==> src/rtl/ser_pkg.sv <==
// Shared types and default sizing for the serial receiver.
// Optional parity support is enabled with `SER_RX_PARITY_EN in ser_rx.
package ser_pkg;

  localparam int SER_W         = 8;
  localparam int SER_BIT_TICKS = 16;

  typedef enum logic [2:0] {
    IDLE,
    START,
    DATA,
    PAR,
    STOP
  } rx_state_e;

endpackage

==> src/rtl/rx_shreg.sv <==
// W-bit right shift register: the serial input enters the MSB, so the word
// ends LSB-aligned after W shifts of an LSB-first stream.
module rx_shreg #(
  parameter int W = 8
) (
  input  logic         clk,
  input  logic         rst,
  input  logic         shift_en,
  input  logic         sin,
  output logic [W-1:0] q
);

  logic [W-1:0] sr_q, sr_d;

  always_comb begin
    sr_d = sr_q;
    if (shift_en) sr_d = {sin, sr_q[W-1:1]};
  end

  // NOTE: sequential state is written with <= only, so every flop samples pre-edge values.
  always_ff @(posedge clk or posedge rst) begin
    if (rst) sr_q <= '0;
    else     sr_q <= sr_d;
  end

  assign q = sr_q;

endmodule

==> src/rtl/ser_rx.sv <==
// Serial frame receiver: start/data/stop framing with a valid/ready word port.
// Define SER_RX_PARITY_EN to add an even parity bit per frame and the perr output.
module ser_rx
  import ser_pkg::*;
#(
  parameter int W         = SER_W,
  parameter int BIT_TICKS = SER_BIT_TICKS
) (
  input  logic         clk,
  input  logic         rst,
  input  logic         rxd,
  output logic [W-1:0] data,
  output logic         valid,
  input  logic         ready,
  output logic         ferr,
  output logic         overrun
`ifdef SER_RX_PARITY_EN
  ,
  output logic         perr
`endif
);

  localparam int CW = $clog2(BIT_TICKS);
  localparam int BW = $clog2(W + 1);
  localparam logic [CW-1:0] HALF_LOAD = CW'(BIT_TICKS / 2 - 1);
  localparam logic [CW-1:0] FULL_LOAD = CW'(BIT_TICKS - 1);
  localparam logic [BW-1:0] LAST_BIT  = BW'(W - 1);

  logic            sync1_q, sync2_q, rxd_s;
  rx_state_e       state_q, state_d;
  logic [CW-1:0]   cnt_q, cnt_d;
  logic [BW-1:0]   bitcnt_q, bitcnt_d;
  logic [W-1:0]    data_q, data_d;
  logic            valid_q, valid_d;
  logic            ferr_q, ferr_d;
  logic            overrun_q, overrun_d;
  logic            shift_en, frame_good, tick;
  logic [W-1:0]    sr;
`ifdef SER_RX_PARITY_EN
  logic            par_err_q, par_err_d;
  logic            perr_q, perr_d;
`endif

  assign rxd_s = sync2_q;
  assign tick  = (cnt_q == '0);

  rx_shreg #(.W(W)) u_shreg (
    .clk      (clk),
    .rst      (rst),
    .shift_en (shift_en),
    .sin      (rxd_s),
    .q        (sr)
  );

  always_comb begin
    // NOTE: every signal gets a default first so no path can infer a latch.
    state_d    = state_q;
    cnt_d      = cnt_q;
    bitcnt_d   = bitcnt_q;
    data_d     = data_q;
    valid_d    = valid_q;
    ferr_d     = 1'b0;
    overrun_d  = 1'b0;
    shift_en   = 1'b0;
    frame_good = 1'b0;
`ifdef SER_RX_PARITY_EN
    par_err_d  = par_err_q;
    perr_d     = 1'b0;
`endif

    case (state_q)
      IDLE: begin
        if (!rxd_s) begin
          state_d = START;
          cnt_d   = HALF_LOAD;
        end
      end
      START: begin
        if (!tick) begin
          cnt_d = cnt_q - 1'b1;
        end else if (rxd_s) begin
          state_d = IDLE;
        end else begin
          state_d  = DATA;
          cnt_d    = FULL_LOAD;
          bitcnt_d = '0;
        end
      end
      DATA: begin
        if (!tick) begin
          cnt_d = cnt_q - 1'b1;
        end else begin
          shift_en = 1'b1;
          cnt_d    = FULL_LOAD;
          bitcnt_d = bitcnt_q + 1'b1;
          if (bitcnt_q == LAST_BIT) begin
`ifdef SER_RX_PARITY_EN
            state_d = PAR;
`else
            state_d = STOP;
`endif
          end
        end
      end
`ifdef SER_RX_PARITY_EN
      PAR: begin
        if (!tick) begin
          cnt_d = cnt_q - 1'b1;
        end else begin
          par_err_d = (rxd_s != ^sr);
          cnt_d     = FULL_LOAD;
          state_d   = STOP;
        end
      end
`endif
      STOP: begin
        if (!tick) begin
          cnt_d = cnt_q - 1'b1;
        end else begin
          state_d    = IDLE;
          frame_good = rxd_s;
          ferr_d     = !rxd_s;
        end
      end
      default: state_d = IDLE;
    endcase

    // A completed frame takes priority over the accept that would clear valid.
    if (valid_q && ready) valid_d = 1'b0;
    if (frame_good) begin
      if (valid_q && !ready) begin
        overrun_d = 1'b1;
      end else begin
        data_d  = sr;
        valid_d = 1'b1;
      end
`ifdef SER_RX_PARITY_EN
      perr_d = par_err_q;
`endif
    end
  end

  always_ff @(posedge clk or posedge rst) begin
    if (rst) begin
      sync1_q   <= 1'b1;
      sync2_q   <= 1'b1;
      state_q   <= IDLE;
      cnt_q     <= '0;
      bitcnt_q  <= '0;
      data_q    <= '0;
      valid_q   <= 1'b0;
      ferr_q    <= 1'b0;
      overrun_q <= 1'b0;
`ifdef SER_RX_PARITY_EN
      par_err_q <= 1'b0;
      perr_q    <= 1'b0;
`endif
    end else begin
      sync1_q   <= rxd;
      sync2_q   <= sync1_q;
      state_q   <= state_d;
      cnt_q     <= cnt_d;
      bitcnt_q  <= bitcnt_d;
      data_q    <= data_d;
      valid_q   <= valid_d;
      ferr_q    <= ferr_d;
      overrun_q <= overrun_d;
`ifdef SER_RX_PARITY_EN
      par_err_q <= par_err_d;
      perr_q    <= perr_d;
`endif
    end
  end

  assign data    = data_q;
  assign valid   = valid_q;
  assign ferr    = ferr_q;
  assign overrun = overrun_q;
`ifdef SER_RX_PARITY_EN
  assign perr    = perr_q;
`endif

endmodule
==> config.mk <==
export PLATFORM = sky130hd
export DESIGN_NAME = ser_rx
export DESIGN_NICKNAME = d
export VERILOG_FILES = /design/src/rtl/ser_pkg.sv /design/src/rtl/rx_shreg.sv /design/src/rtl/ser_rx.sv
export SDC_FILE = /design/constraint.sdc
export NUM_CORES = 1
export LEC_CHECK = 0
export CORE_MARGIN = 4
export CORE_UTILIZATION = 55
export DETAILED_ROUTE_END_ITERATION = 10
export PLACE_DENSITY = 0.77
export SYNTH_ARGS = -nofsm -noshare
export SYNTH_HDL_FRONTEND = slang
export SYNTH_HIERARCHICAL = 1
export SYNTH_SLANG_ARGS = --single-unit
==> constraint.sdc <==
create_clock -name clk -period 2.4 [get_ports clk]
set_input_delay 0.48 -clock clk [delete_from_list [all_inputs] [get_ports clk]]
set_output_delay 0.48 -clock clk [all_outputs]
set_load 0.005 [all_outputs]
## After elaboration in Yosys (flattened, before gate mapping)

Cells that the tools add are included.

- Register bits: 32
- Output and inout bits: 11
- Word-level logic and storage cells: 65

- $add $sub $neg: 2
- Eq/ne operators: 12
- Multiplexer cells: 28
- Bitwise logic cells: 1
- Reduce and logical (&&, ||, !) cells: 12

Operator list:

| kind | number |
|---|---|
| $mux 4 | 8 |
| $pmux 4 s4 | 1 |
| $mux 3 | 5 |
| $ne 2x2->1 const B | 7 |
| $pmux 3 s4 | 1 |
| $mux 1 | 11 |
| $pmux 4 s2 | 1 |
| $reduce_and 4->1 | 2 |
| $reduce_and 5->1 | 1 |
| $add 4x1->4 const B | 1 |
| $eq 4x3->1 const B | 1 |
| $logic_not 4->1 | 1 |
| $reduce_bool 4->1 | 1 |
| $sub 4x1->4 const B | 1 |
| $eq 3x1->1 const B | 1 |
| $eq 3x2->1 const B | 1 |
| $eq 3x3->1 const B | 1 |
| $logic_not 3->1 | 1 |
| $ne 3x3->1 const B | 1 |
| $logic_and 1x1->1 | 2 |
| $logic_not 1->1 | 2 |
| $mux 2 | 1 |
| $reduce_and 2->1 | 1 |
| $reduce_bool 2->1 | 1 |
| $not 1->1 | 1 |

## Longest topological paths before layout

- Word-level depth: 4
- Mapped depth: 7
- Depth with buffers taken out: 6

## Modules after synthesis

Netlist, hierarchy kept.

By module, submodules not included:

| module | instances | cells each | area an instance (µm²) | sequential area each (µm²) |
|---|---|---|---|---|
| ser_rx | 1 | 98 | 1173.6 | 603.1 |
| rx_shreg | 1 | 18 | 335.3 | 200.2 |

## Least setup slack after synthesis

No wires, ideal clock.

- Path kind: register to register
- Start: reg cnt_q[0]
- End: reg data_q[0] (netlist: data[0])
- Data arrival time: 1.734 ns
- Required time: 2.275 ns
- Path slack: 0.541 ns
- Stages on the path, launching flop included: 8
- Path buffers: 1
- Clock period less this slack: 1.859 ns
- Cells stage by stage: dfrtp_1 > inv_1 > ha_1 > nor3b_2 > and2b_1 > and3_1 > buf_6 > mux2_4

- Cells in the longest elaborated chain, start to end: 4

Ends and longest elaborated chain:

| what | line | source |
|---|---|---|
| start, declared | ser_rx.sv:31 | `logic [CW-1:0] cnt_q, cnt_d;` |
| start signal, assigned | ser_rx.sv:162 | `cnt_q <= cnt_d;` |
| $logic_not 4->1 | ser_rx.sv:45 | `assign tick = (cnt_q == '0);` |
| $mux 1 | ser_rx.sv:117 | `if (!tick) begin` |
| $mux 1 | ser_rx.sv:71 | `case (state_q)` |
| $reduce_and 2->1 (no source line) | -- |  |
| end signal, assigned | ser_rx.sv:164 | `data_q <= data_d;` |
| end, declared | ser_rx.sv:33 | `logic [W-1:0] data_q, data_d;` |

Every way passes these cells.
A chain may end at the register's enable or synchronous reset.

## Worst setup path after layout

- Start: reg cnt_q[0]
- End: reg data_q[7] (netlist: data[7])

Same word-level chain as after synthesis.

==> summary.txt <==
Status
  – Status: completed

Final layout
  – Fin nets: 140
  – P&R area growth vs syn: 13.6%
  – Core Util, Final: 0.674
  – Layout cells sized above 1: 0.281
  – Filler Cell Count: 176
  – Final Non-Filler Cells: 165
  – N_diodes: 0

Clocking
  – Clk pin slew, worst setup/hold paths: 0.10 ns
  – Hold buffer count at CTS: 0
  – Max clock buf depth: 2
  – CTS Buf Count: 5
  – Clk_lat worst skew: 0.33 ns
  – Post-cts resize count: 0
  – CTS H-tree lvls: 2
  – Post-CTS setup buffers: 0
  – Clk root buf: clkbuf_4
  – Clk sinks: 32
  – CTS tree: yes

Synth
  – Post-Syn Nets: 122
  – Synth unique cells: 34
  – Post-synth ARST share: 1.00
  – Mean Syn Cell Area: 13.0 sq um
  – Yosys top cell by area: dfrtp_1
  – Synth area leaders: dfrtp_1 (50%), mux2_4 (16%), dfstp_2 (3.5%)
  – FF+latch count, synth: 32
  – Synth warnings: 6
  – Commonest cells post-synth: dfrtp_1 (30), mux2_4 (16), inv_1 (10)
  – Sequential fraction of the synthesis area: 0.532
  – Cell with the most instances after synthesis: dfrtp_1
  – Post-synth EDFFs: 0
  – Post-Syn Instances: 116
  – Share of Yosys cell area claimed by the top area cell type: 0.498
  – Cell Area, Synth: 0.00151 sq mm
  – Synth Flop Type: dfrtp_1

Global routing
  – Number of global-route vias before repair: 932
  – Initial antenna violation count: 0
  – Largest net degree at the start of global routing: 15
  – First-pass GRT wire length: 4510 um
  – Grt ovf: 0
  – Gr usage total: 0.179

STA
  – Final Max Slew Viols: 0
  – Final setup viols: 0
  – RSZ-0062 raised after global routing: no
  – Max Freq: 0.472 GHz
  – Max-slew headroom: 0.672
  – Period minus WS final: 2.12 ns
  – Setup TNS Final: 0 ns
  – Clock Skews: 0.0106 ns
  – Final Hold Viols: 0
  – WHS: 0.359 ns
  – Fin crit share: 0.883
  – Worst-Margin Slew: 0.490 ns

Critical path
  – Crit. End Element: register
  – Worst setup SP type: register
  – CP Data Arrival Time: 2.33 ns
  – Required time worst endpoint: 2.61 ns
  – WS Path Type: reg -> reg
  – FF-to-FF Start: cnt_q[0]
  – Worst r2r dst: data[7]
  – Reg2reg setup slack: 0.28 ns
  – Crit-path slowest cell: nor3b_2
  – Crit-path max cell delay: 0.45 ns
  – R2R cell count: 7
  – Crit path max fanout: 8
  – CP Cell Sequence: inv_1 > ha_1 > nor3b_2 > and2b_1 > and3_1 > buf_4 > mux2_4

Run
  – Max_cap viols: 0

Floorplan
  – DIE HEIGHT: 60.4 um
  – Starting Density: 0.593
  – Die area: 0.00365 sq mm
  – Cell Rows: 18
  – Core box area: 0.00254 sq mm
  – Ports: 15
  – Die width: 60.4 um

Detailed routing
  – Vias after detailed routing: 922
  – # DRC: 0
  – Vias per cell: 5.59
  – Drt first pass iters: 4
  – Total Routed Length: 2590 um
  – WL per Instance: 15.7 um
  – DRT iter0 DRCs: 42
  – Remaining antenna violation count: 0

Placed design
  – GPL Wtd Cong: 0.765
  – Post-detail-place hpwl: 1840 um
  – Placed cells: 157
  – Port Buffers: 14

Hold path
  – HP Class: reg -> reg
  – Worst Hold Path EP: rxd_s
  – Worst Hold Launch: sync1_q
  – Worst hold stages: 0

Power
  – Tot Pwr: 1.17 mW
  – Worst vdd ir: 0.739 mV
  – P_leak: 0.785 nW
  – PD cells: 685 mW/mm^2
[per-layer routing]
| metal | GRT usage | up-vias | part of all wire | wire length [um] |
|---|---|---|---|---|
| met4 | 0.0759 | 0 | 0.020 | 52 |
| li1 | - | 439 | - | - |
| met3 | 0.0638 | 5 | 0.049 | 126 |
| met1 | 0.223 | 458 | 0.45 | 1160 |
| met2 | 0.282 | 20 | 0.48 | 1250 |
| met5 | 0 | - | 0 | 0 |
[cell usage in the layout, fill, tap and decap left out, types with 2 or more instances in the layout]
| master | netlist | routed |
|---|---|---|
| clkbuf_1 | 0 | 2 |
| dfrtp_1 | 30 | 30 |
| nand2b_1 | 3 | 3 |
| a31oi_1 | 3 | 3 |
| nand2_1 | 4 | 4 |
| clkdlybuf4s50_1 | 0 | 14 |
| nand3_1 | 2 | 2 |
| mux2_2 | 2 | 2 |
| nor2_1 | 9 | 9 |
| dfstp_2 | 2 | 2 |
| inv_1 | 10 | 10 |
| o22ai_1 | 2 | 2 |
| xnor2_1 | 4 | 4 |
| buf_4 | 0 | 2 |
| a21oi_1 | 3 | 3 |
| ha_1 | 2 | 2 |
| clkbuf_4 | 0 | 5 |
| nor3_2 | 2 | 2 |
| mux2_4 | 16 | 16 |
[through the flow]
stage	instance area, sq um	worst slack, ns
after floorplan	1510	0.541
after global placement	1660	0.369
after detailed placement	1660	0.327
after CTS	1710	0.303
after global routing	1710	0.175
final	1710	0.280
[kinds of logic (layout without fill, tap and decap cells)]
kind of cell    after synthesis  in the layout  synth area share
flops                        32             32             0.532
xor+xnor                      4              4            0.0232
mux                          18             18             0.174
fa+ha+maj                     2              2            0.0166
buf+inv                      15             34            0.0497
simple gates                 30             30             0.128
compound gates               15             15            0.0763
[worst max-delay path: cells and delay by family (launching register included)]
family / cells / cell delay (ns)
fa+ha+maj: 1 / 0.19
buf+inv: 2 / 0.26
flops: 1 / 0.43
mux: 1 / 0.32
simple gates: 3 / 0.80
[power breakdown]
group / internal, mW / switching [mW]
combinational: 0.113 / 0.117
sequential: 0.588 / 0.0624
clock: 0.114 / 0.179
[state kept, by name, indices dropped and copies added (netlist names)]
register / flops
rxd_s: 1
cnt_q: 4
u_shreg/q: 8
valid: 1
data: 8
sync1_q: 1
overrun: 1
state_q: 3
ferr: 1
bitcnt_q: 4
[worst max path at each step]
| stage | from | endpoint | slack [ns] | cells past startpoint |
|---|---|---|---|---|
| after CTS | cnt_q[0] | data[7] | 0.30 | 7 |
| after detailed placement | cnt_q[0] | data[7] | 0.33 | 7 |
| after global placement | cnt_q[0] | data[5] | 0.37 | 7 |
| after floorplan | cnt_q[0] | data[0] | 0.54 | 7 |
| final | cnt_q[0] | data[7] | 0.28 | 7 |
| after global routing | cnt_q[0] | data[7] | 0.17 | 7 |
[area by class of cell]
| type | instances | area (sq um) | area share |
|---|---|---|---|
| flip-flops and latches | 32 | 803 | 0.469 |
| multi-input cells | 69 | 631 | 0.368 |
| clock inverters | 1 | 5.00 | 0.00292 |
| inverters | 10 | 37.5 | 0.0219 |
| clock buffers | 7 | 45.0 | 0.0263 |
| well taps | 30 | 37.5 | 0.0219 |
| repair buffers | 16 | 155 | 0.0905 |
Note: power is estimated with default switching activity, not from simulation.
